## config.mk

```make
export PLATFORM = sky130hd
export DESIGN_NAME = sharpen_sequencer
export DESIGN_NICKNAME = d
export VERILOG_FILES = /design/src/rtl/sharpen_sequencer.sv
export SDC_FILE = /design/constraint.sdc
export NUM_CORES = 1
export LEC_CHECK = 0
export BUFFER_PORTS_ARGS = -buffer_cell sky130_fd_sc_hd__buf_2
export CAP_MARGIN = 20
export CORE_MARGIN = 3
export CORE_UTILIZATION = 40
export DETAILED_ROUTE_END_ITERATION = 8
export SETUP_SLACK_MARGIN = 0.3
export SKIP_LAST_GASP = 1
export SLEW_MARGIN = 20
export SYNTH_ARGS = -nofsm -noshare
export SYNTH_HDL_FRONTEND = slang
export SYNTH_SLANG_ARGS = --single-unit
```

## constraint.sdc

```tcl
create_clock -name clk -period 11.7 [get_ports clk]
set_clock_uncertainty 0.2 [all_clocks]
set_input_delay 1.755 -clock clk [delete_from_list [all_inputs] [get_ports clk]]
set_output_delay 1.755 -clock clk [all_outputs]
set_load 0.005 [all_outputs]
```

## src/rtl/sharpen_sequencer.sv

```systemverilog
// 3x3 sharpen job controller: config registers, per-pixel 9-tap fetch, MAC strobe and result write.
// Latency: START->first mem_req 2 cycles, 12 cycles/pixel with zero-wait memory; stalls while mem_ack is low.
// Optional SHARP_PERF_CNT_EN adds saturating CYCLES (reg 6) and STALLS (reg 7) counters.
module sharpen_sequencer #(
  parameter int AW = 16,
  parameter int DW = 12
) (
  input  logic          clk,
  input  logic          reset,
  input  logic          cfg_we,
  input  logic [4:0]    cfg_addr,
  input  logic [31:0]   cfg_wdata,
  output logic [31:0]   cfg_rdata,
  output logic          mem_req,
  output logic          mem_wr,
  output logic [AW-1:0] mem_addr,
  input  logic          mem_ack,
  output logic          win_valid,
  output logic [3:0]    win_idx,
  output logic          mac_go,
  output logic          busy,
  output logic          done_irq
);

  typedef enum logic [2:0] {
    S_IDLE, S_CHECK, S_FETCH, S_MAC, S_WRITE, S_NEXT, S_DONE
  } state_t;

  state_t        state, state_nxt;
  logic [DW-1:0] width_q, height_q;
  logic [AW-1:0] src_q, dst_q;
  logic [DW-1:0] row_q, col_q, row_nxt, col_nxt;
  logic [3:0]    tap_q, tap_nxt;
  logic          done_q, err_q, done_nxt, err_nxt;
  logic          req_nxt, wr_nxt;
  logic [AW-1:0] addr_nxt;
  logic          start_wr, clr_wr, acked;
  logic [1:0]    dy, dx;
  logic [AW-1:0] row_a, col_a, width_a, rd_line, rd_prod, wr_prod, rd_addr, wr_addr;

  assign start_wr  = cfg_we && (cfg_addr == 5'd0) && cfg_wdata[0];
  assign clr_wr    = cfg_we && (cfg_addr == 5'd0) && cfg_wdata[1];
  assign acked     = mem_req && mem_ack;
  assign busy      = (state == S_CHECK) || (state == S_FETCH) || (state == S_MAC) ||
                     (state == S_WRITE) || (state == S_NEXT);
  assign win_valid = mem_req && !mem_wr && mem_ack;
  assign win_idx   = (state == S_FETCH) ? tap_q : 4'd0;
  assign mac_go    = (state == S_MAC);
  assign done_irq  = done_q;

  always_comb begin
    state_nxt = state;
    row_nxt   = row_q;
    col_nxt   = col_q;
    tap_nxt   = tap_q;
    done_nxt  = done_q;
    err_nxt   = err_q;
    case (state)
      S_IDLE: begin
        if (start_wr) begin
          state_nxt = S_CHECK;
          done_nxt  = 1'b0;
          err_nxt   = 1'b0;
        end else if (clr_wr) begin
          done_nxt = 1'b0;
        end
      end
      S_CHECK: begin
        if ((width_q < DW'(3)) || (height_q < DW'(3))) begin
          err_nxt   = 1'b1;
          done_nxt  = 1'b1;
          state_nxt = S_DONE;
        end else begin
          row_nxt   = DW'(1);
          col_nxt   = DW'(1);
          tap_nxt   = 4'd0;
          state_nxt = S_FETCH;
        end
      end
      S_FETCH: begin
        if (acked) begin
          if (tap_q == 4'd8) state_nxt = S_MAC;
          else               tap_nxt   = tap_q + 4'd1;
        end
      end
      S_MAC: state_nxt = S_WRITE;
      S_WRITE: begin
        if (acked) state_nxt = S_NEXT;
      end
      S_NEXT: begin
        tap_nxt = 4'd0;
        if (col_q == width_q - DW'(2)) begin
          col_nxt = DW'(1);
          row_nxt = row_q + DW'(1);
          if (row_q == height_q - DW'(2)) begin
            state_nxt = S_DONE;
            done_nxt  = 1'b1;
          end else begin
            state_nxt = S_FETCH;
          end
        end else begin
          col_nxt   = col_q + DW'(1);
          state_nxt = S_FETCH;
        end
      end
      S_DONE: begin
        // START has priority over CLR_DONE when both bits are written together
        if (start_wr) begin
          state_nxt = S_CHECK;
          done_nxt  = 1'b0;
          err_nxt   = 1'b0;
        end else if (clr_wr) begin
          state_nxt = S_IDLE;
          done_nxt  = 1'b0;
        end
      end
      default: state_nxt = S_IDLE;
    endcase
  end

  always_comb begin
    dy = 2'd0;
    dx = 2'd0;
    case (tap_nxt)
      4'd1: dx = 2'd1;
      4'd2: dx = 2'd2;
      4'd3: dy = 2'd1;
      4'd4: begin dy = 2'd1; dx = 2'd1; end
      4'd5: begin dy = 2'd1; dx = 2'd2; end
      4'd6: dy = 2'd2;
      4'd7: begin dy = 2'd2; dx = 2'd1; end
      4'd8: begin dy = 2'd2; dx = 2'd2; end
      default: begin dy = 2'd0; dx = 2'd0; end
    endcase
  end

  // Addresses are built from next-cycle counters so mem_addr can be registered
  always_comb begin
    row_a    = AW'(row_nxt);
    col_a    = AW'(col_nxt);
    width_a  = AW'(width_q);
    rd_line  = row_a + AW'(dy) - AW'(1);
    rd_prod  = rd_line * width_a;
    wr_prod  = row_a * width_a;
    rd_addr  = src_q + rd_prod + col_a + AW'(dx) - AW'(1);
    wr_addr  = dst_q + wr_prod + col_a;
    req_nxt  = (state_nxt == S_FETCH) || (state_nxt == S_WRITE);
    wr_nxt   = (state_nxt == S_WRITE);
    addr_nxt = mem_addr;
    if (req_nxt) addr_nxt = wr_nxt ? wr_addr : rd_addr;
  end

  always_ff @(posedge clk or posedge reset) begin
    if (reset) begin
      state    <= S_IDLE;
      row_q    <= '0;
      col_q    <= '0;
      tap_q    <= '0;
      done_q   <= 1'b0;
      err_q    <= 1'b0;
      mem_req  <= 1'b0;
      mem_wr   <= 1'b0;
      mem_addr <= '0;
    end else begin
      state    <= state_nxt;
      row_q    <= row_nxt;
      col_q    <= col_nxt;
      tap_q    <= tap_nxt;
      done_q   <= done_nxt;
      err_q    <= err_nxt;
      mem_req  <= req_nxt;
      mem_wr   <= wr_nxt;
      mem_addr <= addr_nxt;
    end
  end

  // Geometry and base addresses are frozen for the duration of a job
  always_ff @(posedge clk or posedge reset) begin
    if (reset) begin
      width_q  <= '0;
      height_q <= '0;
      src_q    <= '0;
      dst_q    <= '0;
    end else if (cfg_we && !busy) begin
      case (cfg_addr)
        5'd1: width_q  <= cfg_wdata[DW-1:0];
        5'd2: height_q <= cfg_wdata[DW-1:0];
        5'd3: src_q    <= cfg_wdata[AW-1:0];
        5'd4: dst_q    <= cfg_wdata[AW-1:0];
        default: ;
      endcase
    end
  end

`ifdef SHARP_PERF_CNT_EN
  logic [31:0] cycles_q, stalls_q;
  logic        start_acc;

  assign start_acc = start_wr && ((state == S_IDLE) || (state == S_DONE));

  always_ff @(posedge clk or posedge reset) begin
    if (reset) begin
      cycles_q <= '0;
      stalls_q <= '0;
    end else if (start_acc) begin
      cycles_q <= '0;
      stalls_q <= '0;
    end else begin
      if (busy && (cycles_q != 32'hFFFF_FFFF))
        cycles_q <= cycles_q + 32'd1;
      if (mem_req && !mem_ack && (stalls_q != 32'hFFFF_FFFF))
        stalls_q <= stalls_q + 32'd1;
    end
  end
`endif

  always_comb begin
    cfg_rdata = '0;
    case (cfg_addr)
      5'd1: cfg_rdata = 32'(width_q);
      5'd2: cfg_rdata = 32'(height_q);
      5'd3: cfg_rdata = 32'(src_q);
      5'd4: cfg_rdata = 32'(dst_q);
      5'd5: cfg_rdata = {29'd0, err_q, done_q, busy};
`ifdef SHARP_PERF_CNT_EN
      5'd6: cfg_rdata = cycles_q;
      5'd7: cfg_rdata = stalls_q;
`endif
      default: cfg_rdata = '0;
    endcase
  end

endmodule

```

==> results.py, run 1 <==
metrics = {
    "drt": {
        "drc": 0,
        "antenna_left": 0,
        "routedWlPerCell_um": 19.2,
        "num_vias": 12400,
        "routed_wl_mm": 45.3,
        "via_per_inst": 5.27,
        "dr.pass1.iters": 5,
        "drt_iter0_drc": 1083,
    },
    "cts": {
        "root_buffer": "clkbuf_16",
        "path_clk_slew_ns": 0.08,
        "cts-buffers-inserted": 9,
        "cts_buffer_depth": 2,
        "holdBufCountCts": 0,
        "cts_sinks": 107,
        "clk_latency_ns": 0.38,
        "cts_tree": "built",
        "cts_htree_levels": 3,
    },
    "finish": {
        "drive_gt1_frac": 0.152,
        "fin_nets": 2207,
        "syn2layout_area_growth_pct": 11.6,
        "multiInputGateArea_sq_um": 11600,
        "antenna_cells": 0,
        "final_util": 0.459,
        "fillCellCount": 3788,
        "seq_area_sq_um": 2680,
    },
    "logic_synthesis": {
        "synth.area.mux_share": 0.0479,
        "synth.cell_area_sq_um": 15700,
        "synth_fa_ha_area_frac": 0.359,
        "yosysWarnings": 0,
        "synth_compound_area_frac": 0.0989,
        "synth_cells": 1736,
        "async_flop_share": 1.00,
        "yosysUniqueCellTypes": 77,
        "synth_area_per_cell_sq_um": 9.04,
        "synth_edf_count": 0,
        "synthFlopType": "dfrtp_1",
        "synth_top_family_by_area": "adder cells",
        "yosysSeqAreaShare": 0.171,
        "synth-seq-cells": 107,
        "synth_xor_area_frac": 0.0619,
        "yosys.area_share.simple": 0.159,
    },
    "worst_hold_path": {
        "min_path_type": "reg -> reg",
    },
    "timing": {
        "hold_viol": 0,
        "fmax_mhz": 90.9,
        "rsz0062_at_grt": "false",
        "fin_crit_ns": 11.00,
        "setup_violations": 0,
        "worstMarginPinSlew_ns": 1.04,
        "maxSlewViolCount": 0,
        "setup_slack_ns": 0.700,
        "relSlewSlack": 0.302,
        "fin_crit_sh": 0.940,
    },
    "setup_path": {
        "slowest_stage": "fa_1",
        "endpoint_kind": "flop",
        "cp_max_fo": 6,
        "worst_ep_arrival_time_ns": 11.07,
        "worstSetupPathType": "in -> reg",
        "crit_path_start_kind": "input port",
        "critPathMaxStageDelay_ns": 0.56,
        "cp.required_ns": 11.77,
        "cp_common_cell": "fa_1",
    },
    "placement": {
        "dp_hpwl_mm": 37.3,
        "io_buffer_count": 66,
        "place_congestion": 0.879,
        "dp_slack_ns": -0.450,
    },
    "global_routing": {
        "overflow": 0,
        "grt_max_degree": 65,
        "grt_pass1_wl_mm": 72.5,
        "antenna_found_initial": 1,
        "first_global_vias": 12700,
        "grt_usage": 0.225,
    },
    "run": {
        "max-cap-violations": 0,
    },
    "floorplan": {
        "num_io_pins": 99,
        "placementRows": 71,
        "die_h_um": 204,
        "initial_core_util": 0.411,
        "core_area_sq_um": 38200,
        "die_x_um": 204,
        "dieArea_sq_um": 41700,
    },
    "outcome": {
        "status": "completed",
    },
}
worst max-delay path: cells and delay by family:
family,cells,cell delay (ns)
fa+ha+maj,9,3.77
buf+inv,7,0.79
simple gates,8,0.93
xor+xnor,10,2.49
compound gates,7,1.30
cells in the mapped netlist (all sizes together) (21+ instances only):
cell,instances,share of area
o21ai,59,0.019
xor2,26,0.015
nor2,69,0.016
xnor2,59,0.033
a21oi,52,0.017
dfrtp,107,0.17
nand2,191,0.046
nor2b,21,0.0084
clkbuf,72,0.017
buf,24,0.011
nand2b,23,0.0092
and2,81,0.032
nand3,25,0.0083
nor3,26,0.0093
fa,215,0.27
inv,310,0.074
ha,106,0.084
mux2,49,0.035
stage by stage:
step	cell area [sq um]	TNS, ns	hold slack [ns]	cells
3_5_place_dp	17100	-0.450	0.299	2340
4_1_cts	17400	0	0.318	2356
3_3_place_gp	17100	-0.270	0.293	2340
6_report	17500	0	0.308	2361
5_1_grt	17500	0	0.345	2361
2_1_floorplan	15800	0	0.270	1751
layout make-up:
cell class | count | area share
inverters | 311 | 0.0668
clock buffers | 10 | 0.0136
multi-input cells | 1237 | 0.660
flip-flops and latches | 107 | 0.153
repair buffers | 179 | 0.0680
clock inverters | 6 | 0.00271
well taps | 511 | 0.0365
state kept, by name, summed over array words and instances, names as in the netlist:
signal / count
col_q: 12
done_irq: 1
dst_q: 16
err_q: 1
height_q: 12
mem_addr: 16
mem_req: 1
mem_wr: 1
row_q: 12
src_q: 16
state: 3
tap_q: 4
width_q: 12
worst paths after layout:
| kind | from | to | slack (ns) | depth (start not counted) |
|---|---|---|---|---|
| setup / recovery | mem_ack | mem_addr[15] | 0.70 | 41 |
| max in group asynchronous | reset | mem_addr[14] | 8.74 | 3 |
| min in group asynchronous | reset | height_q[8] | 1.23 | 2 |
| setup reg to reg | width_q[1] | mem_addr[15] | 0.81 | 38 |
| hold reg to reg | mem_addr[15] | mem_addr[15] | 0.31 | 1 |
| hold / removal | mem_addr[15] | mem_addr[15] | 0.31 | 1 |
timing repair:
action,in CTS,in global routing
setup buffers,0,5
endpoints found under the setup margin,1,1
resized for setup,7,8
pin swaps,2,8
cell families after synthesis:
logic type                 count (synthesis)
other                                      1
xor gates and xnor gates                  95
muxes                                     69
adders and majority gates                321
DFF                                      107
and+or+nand+nor                          503
AOI/OAI and AO/OA                        233
buffers and inverters                    407
cells in the final DEF (no fill, tap or decap), types with 23 or more instances in the layout:
cell / netlist / layout
fa_1: 215 / 214
buf_4: 16 / 112
xnor2_1: 59 / 59
nand2b_1: 23 / 23
buf_2: 2 / 66
a21oi_1: 52 / 52
xor2_1: 26 / 25
and2_1: 81 / 81
mux2_2: 49 / 49
nand2_1: 191 / 191
nand3_1: 24 / 24
o21ai_0: 54 / 53
inv_1: 309 / 308
nor2_1: 69 / 68
dfrtp_1: 107 / 107
ha_1: 106 / 104
per-layer routing:
metal / share of wire / track usage / up-vias
met5: 0 / 0 / -
met4: 0.022 / 0.0516 / 0
met3: 0.062 / 0.0393 / 58
met2: 0.45 / 0.355 / 387
met1: 0.47 / 0.323 / 6271
li1: - / - / 5728
Power of run 1 is not shown: default switching activity piles up to over one toggle a cycle in this logic, so the estimate is an artifact.
==> run 2, diff against run 1 <==
--- a/config.mk
+++ b/config.mk
@@ -6,7 +6,8 @@
 export NUM_CORES = 1
 export LEC_CHECK = 0
 export BUFFER_PORTS_ARGS = -buffer_cell sky130_fd_sc_hd__buf_2
-export CAP_MARGIN = 20
+export CAP_MARGIN = 25
+export CORE_ASPECT_RATIO = 1.75
 export CORE_MARGIN = 3
 export CORE_UTILIZATION = 40
 export DETAILED_ROUTE_END_ITERATION = 8
==> run 2 against run 1 <==
- worst hold slack better by 0.0076 ns
- cell area down 0.97%
- flip-flop and latch count unchanged
- via count up 0.14%
- global-route usage up 0.57 points
- critical path depth up 1
- first-iteration DRC count down 40%
- highest routed layer unchanged
==> results.py, run 2 (same netlist as run 1, synthesis figures left out) <==
metrics = {
    "timing": {
        "rsz0062_at_grt": "false",
        "relSlewSlack": 0.330,
        "fmax_mhz": 91.1,
        "worstMarginPinSlew_ns": 1.00,
        "setup_slack_ns": 0.719,
        "hold_viol": 0,
        "fin_crit_ns": 10.98,
        "maxSlewViolCount": 0,
        "fin_crit_sh": 0.939,
        "setup_violations": 0,
    },
    "drt": {
        "drc": 0,
        "routedWlPerCell_um": 20.2,
        "drt_iter0_drc": 652,
        "wl_met1_mm": 15.8,
        "num_vias": 12500,
        "via_per_inst": 5.38,
        "dr.pass1.iters": 5,
        "met3_length_mm": 1.30,
        "routed_wl_mm": 46.7,
        "wl_met2_mm": 25.4,
        "highest_layer": "met4",
        "antenna_left": 0,
    },
    "finish": {
        "fillCellCount": 3766,
        "syn2layout_area_growth_pct": 10.6,
        "final_common_cell": "inv_1",
        "layout_common_cells": "inv_1, fa_1, nand2_1",
        "fin_nets": 2187,
        "top_regs": "dst_q (16), mem_addr (16), src_q (16)",
        "antenna_cells": 0,
        "stdcell_count": 2315,
        "drive_gt1_frac": 0.143,
    },
    "outcome": {
        "status": "completed",
    },
    "placement": {
        "dp_slack_ns": -0.442,
        "dp_hpwl_mm": 38.8,
        "place_congestion": 0.887,
        "dp_cells": 2298,
        "io_buffer_count": 66,
    },
    "floorplan": {
        "core_area_sq_um": 38600,
        "num_io_pins": 99,
        "initial_core_util": 0.406,
        "die_x_um": 156,
        "dieArea_sq_um": 41800,
        "placementRows": 95,
        "die_h_um": 268,
    },
    "cts": {
        "holdBufCountCts": 0,
        "root_buffer": "clkbuf_16",
        "cts_tree": "built",
        "cts_sinks": 107,
        "cts_htree_levels": 3,
        "cts-buffers-inserted": 9,
        "cts_buffer_depth": 2,
        "path_clk_slew_ns": 0.07,
        "clk_latency_ns": 0.36,
    },
    "global_routing": {
        "grt_max_degree": 71,
        "grt_usage": 0.230,
        "first_global_vias": 13300,
        "grt_pass1_wl_mm": 73.6,
        "antenna_found_initial": 0,
        "overflow": 0,
    },
    "setup_path": {
        "cp_common_cell": "fa_1",
        "endpoint_kind": "flop",
        "critPathMaxStageDelay_ns": 0.55,
        "cp.required_ns": 11.74,
        "crit_path_start_kind": "input port",
        "cp_max_fo": 6,
        "worstSetupPathType": "in -> reg",
        "slowest_stage": "fa_1",
        "worst_ep_arrival_time_ns": 11.02,
    },
    "worst_hold_path": {
        "min_path_type": "reg -> reg",
    },
    "run": {
        "max-cap-violations": 0,
    },
}
-- run 2: area by class of cell --
cell class,count,area [sq um],area share
inverter,311,1170,0.0674
tap,485,607,0.0350
clock inverter,5,68.8,0.00397
sequential,107,2680,0.154
multi-input combinational,1237,11600,0.666
timing repair buffer,159,1030,0.0593
clock buffer,11,243,0.0140
-- run 2: timing repair --
action / CTS / global route
buffers inserted: 0 / 1
endpoints found under the setup margin: 1 / 1
gates resized for setup: 6 / 15
pin swaps: 1 / 6
-- run 2: worst paths after layout --
check,slack [ns],start,depth (start not counted),to
max in group asynchronous,8.76,reset,3,width_q[3]
min in group asynchronous,1.21,reset,2,state[1]
worst min-delay path,0.32,mem_addr[15],1,mem_addr[15]
worst min register to register,0.32,mem_addr[15],1,mem_addr[15]
worst max register to register,0.75,width_q[1],40,mem_addr[15]
worst max-delay path,0.72,mem_ack,42,mem_addr[15]
-- run 2: per-stage QoR --
step           utilization  area (sq um)  hold WS [ns]  setup TNS, ns
4_1_cts              0.448         17300         0.315              0
3_3_place_gp         0.439         16900         0.295         -0.271
3_5_place_dp         0.439         17000         0.299         -0.442
6_report             0.449         17400         0.315              0
5_1_grt              0.449         17400         0.319              0
2_1_floorplan            -         15800         0.270              0
-- run 2: worst max-delay path, delay by kind of cell --
kind / cells / cell delay (ns)
adders and majority gates: 9 / 3.81
xor gates and xnor gates: 10 / 2.27
AOI/OAI and AO/OA: 5 / 1.26
and+or+nand+nor: 9 / 1.00
buffers and inverters: 9 / 0.92
-- run 2: per-layer routing --
layer	GRT usage	up-vias
met5	0	-
met4	0.164	0
met3	0.0176	117
met2	0.438	345
met1	0.234	6302
li1	-	5698
Power of run 2 is left out for the same reason.
==> run 3, diff against run 2 <==
--- a/config.mk
+++ b/config.mk
@@ -9,8 +9,9 @@
 export CAP_MARGIN = 25
 export CORE_ASPECT_RATIO = 1.75
 export CORE_MARGIN = 3
-export CORE_UTILIZATION = 40
+export CORE_UTILIZATION = 55
 export DETAILED_ROUTE_END_ITERATION = 8
+export PLACE_DENSITY = 0.76
 export SETUP_SLACK_MARGIN = 0.3
 export SKIP_LAST_GASP = 1
 export SLEW_MARGIN = 20
==> run 3 against run 2 <==
- worst setup slack better by 0.043 ns
- wire length is 5.1% lower
- global-route usage increased by 7.0 points
- cell area decreased by 1.0%
- first-iteration DRC count grew 60%
- critical path type unchanged
- critical endpoint unchanged
==> results.py, run 3 (same netlist as run 1, synthesis figures left out) <==
metrics = {
    "finish": {
        "top_regs": "dst_q (16), mem_addr (16), src_q (16)",
        "multiInputGateArea_sq_um": 11600,
        "fillCellCount": 2396,
        "layout_common_cells": "inv_1, fa_1, nand2_1",
        "fin_nets": 2179,
        "final_util": 0.612,
        "drive_gt1_frac": 0.141,
        "antenna_cells": 0,
        "seq_area_sq_um": 2680,
        "syn2layout_area_growth_pct": 9.42,
        "final_common_cell": "inv_1",
    },
    "cts": {
        "clk_latency_ns": 0.36,
        "root_buffer": "clkbuf_16",
        "cts_tree": "built",
        "path_clk_slew_ns": 0.07,
        "cts_sinks": 107,
        "cts_buffer_depth": 2,
        "holdBufCountCts": 0,
        "cts_htree_levels": 3,
        "cts-buffers-inserted": 9,
    },
    "global_routing": {
        "grt_pass1_wl_mm": 71.7,
        "grt_usage": 0.300,
        "antenna_found_initial": 0,
        "overflow": 0,
        "first_global_vias": 13700,
        "grt_max_degree": 70,
    },
    "setup_path": {
        "critPathMaxStageDelay_ns": 0.55,
        "cp_max_fo": 3,
        "reg2reg_slack_ns": 0.88,
        "reg2reg_from": "width_q[2]",
        "crit_path_start_kind": "input port",
        "r2r-end": "mem_addr[15]",
        "slowest_stage": "fa_1",
        "cp.required_ns": 11.74,
        "worst_ep_arrival_time_ns": 10.98,
        "r2r_cells": 41,
        "worstSetupPathType": "in -> reg",
        "cp_common_cell": "fa_1",
        "endpoint_kind": "flop",
    },
    "floorplan": {
        "num_io_pins": 99,
        "die_h_um": 229,
        "core_area_sq_um": 28100,
        "dieArea_sq_um": 30700,
        "initial_core_util": 0.559,
        "placementRows": 81,
        "die_x_um": 134,
    },
    "drt": {
        "routedWlPerCell_um": 20.2,
        "drt_iter0_drc": 1043,
        "via_per_inst": 5.79,
        "dr.pass1.iters": 5,
        "antenna_left": 0,
        "num_vias": 12700,
        "routed_wl_mm": 44.3,
        "drc": 0,
    },
    "timing": {
        "fmax_mhz": 91.4,
        "fin_crit_ns": 10.94,
        "rsz0062_at_grt": "false",
        "fin_tns_setup_ns": 0,
        "worstMarginPinSlew_ns": 0.987,
        "relSlewSlack": 0.340,
        "fin_crit_sh": 0.935,
        "hold_viol": 0,
        "setup_violations": 0,
        "maxSlewViolCount": 0,
    },
    "outcome": {
        "status": "completed",
    },
    "placement": {
        "place_congestion": 0.897,
        "io_buffer_count": 66,
        "dp_hpwl_mm": 35.8,
    },
    "run": {
        "max-cap-violations": 0,
    },
    "worst_hold_path": {
        "hold_start": "mem_addr[4]",
        "hold_end": "mem_addr[4]",
        "hold_depth": 1,
        "min_path_type": "reg -> reg",
    },
}
-- run 3: cell count changes in the layout (fill, tap and decap cells not counted), sizes merged --
| cell | change |
|---|---|
| buf | -8 |
| clkbuf | -1 |
| inv | +1 |
-- run 3: through the flow --
stage               area, sq um  hold WS [ns]  instances  setup slack, ns
floorplan                 15800         0.270       1751            0.328
global placement          16800         0.295       2178           -0.150
detailed placement        16800         0.301       2178           -0.408
CTS                       17100         0.319       2194            0.393
global route              17200         0.335       2195            0.312
finish                    17200         0.312       2195            0.762
-- run 3: cell type report --
class | count | area share
multi-input cells | 1237 | 0.673
clock buffers | 10 | 0.0139
repair buffers | 151 | 0.0571
flip-flops and latches | 107 | 0.156
well taps | 373 | 0.0272
clock inverters | 6 | 0.00466
inverters | 311 | 0.0681
-- run 3: worst max-delay path, delay by kind of cell --
family | cells | cell delay, ns
adders and majority gates | 9 | 3.69
xor gates and xnor gates | 10 | 2.21
AOI/OAI and AO/OA | 7 | 1.50
and+or+nand+nor | 8 | 0.91
buffers and inverters | 8 | 0.90
-- run 3: how the worst max path moves through the flow --
stage                   end       start  slack, ns  depth (start not counted)
2_1_floorplan  mem_addr[15]  width_q[2]       0.33                         41
3_3_place_gp   mem_addr[15]     mem_ack      -0.15                         38
3_5_place_dp   mem_addr[15]     mem_ack      -0.41                         38
4_1_cts        mem_addr[15]     mem_ack       0.39                         42
5_1_grt        mem_addr[15]     mem_ack       0.31                         42
6_report       mem_addr[15]     mem_ack       0.76                         42
-- run 3: timing repair --
item | CTS | global route
setup buffers | 0 | 1
pin swaps | 2 | 8
endpoints found under the setup margin | 1 | 1
gates cloned | 0 | 0
gates resized for setup | 4 | 13
-- run 3: per-layer routing --
metal / up-vias / GRT usage / part of all wire
met2: 486 / 0.538 / 0.52
met1: 6388 / 0.317 / 0.33
met5: - / 0 / 0
met4: 0 / 0.234 / 0.10
li1: 5656 / - / -
met3: 177 / 0.0312 / 0.046
Power of run 3 is left out for the same reason.
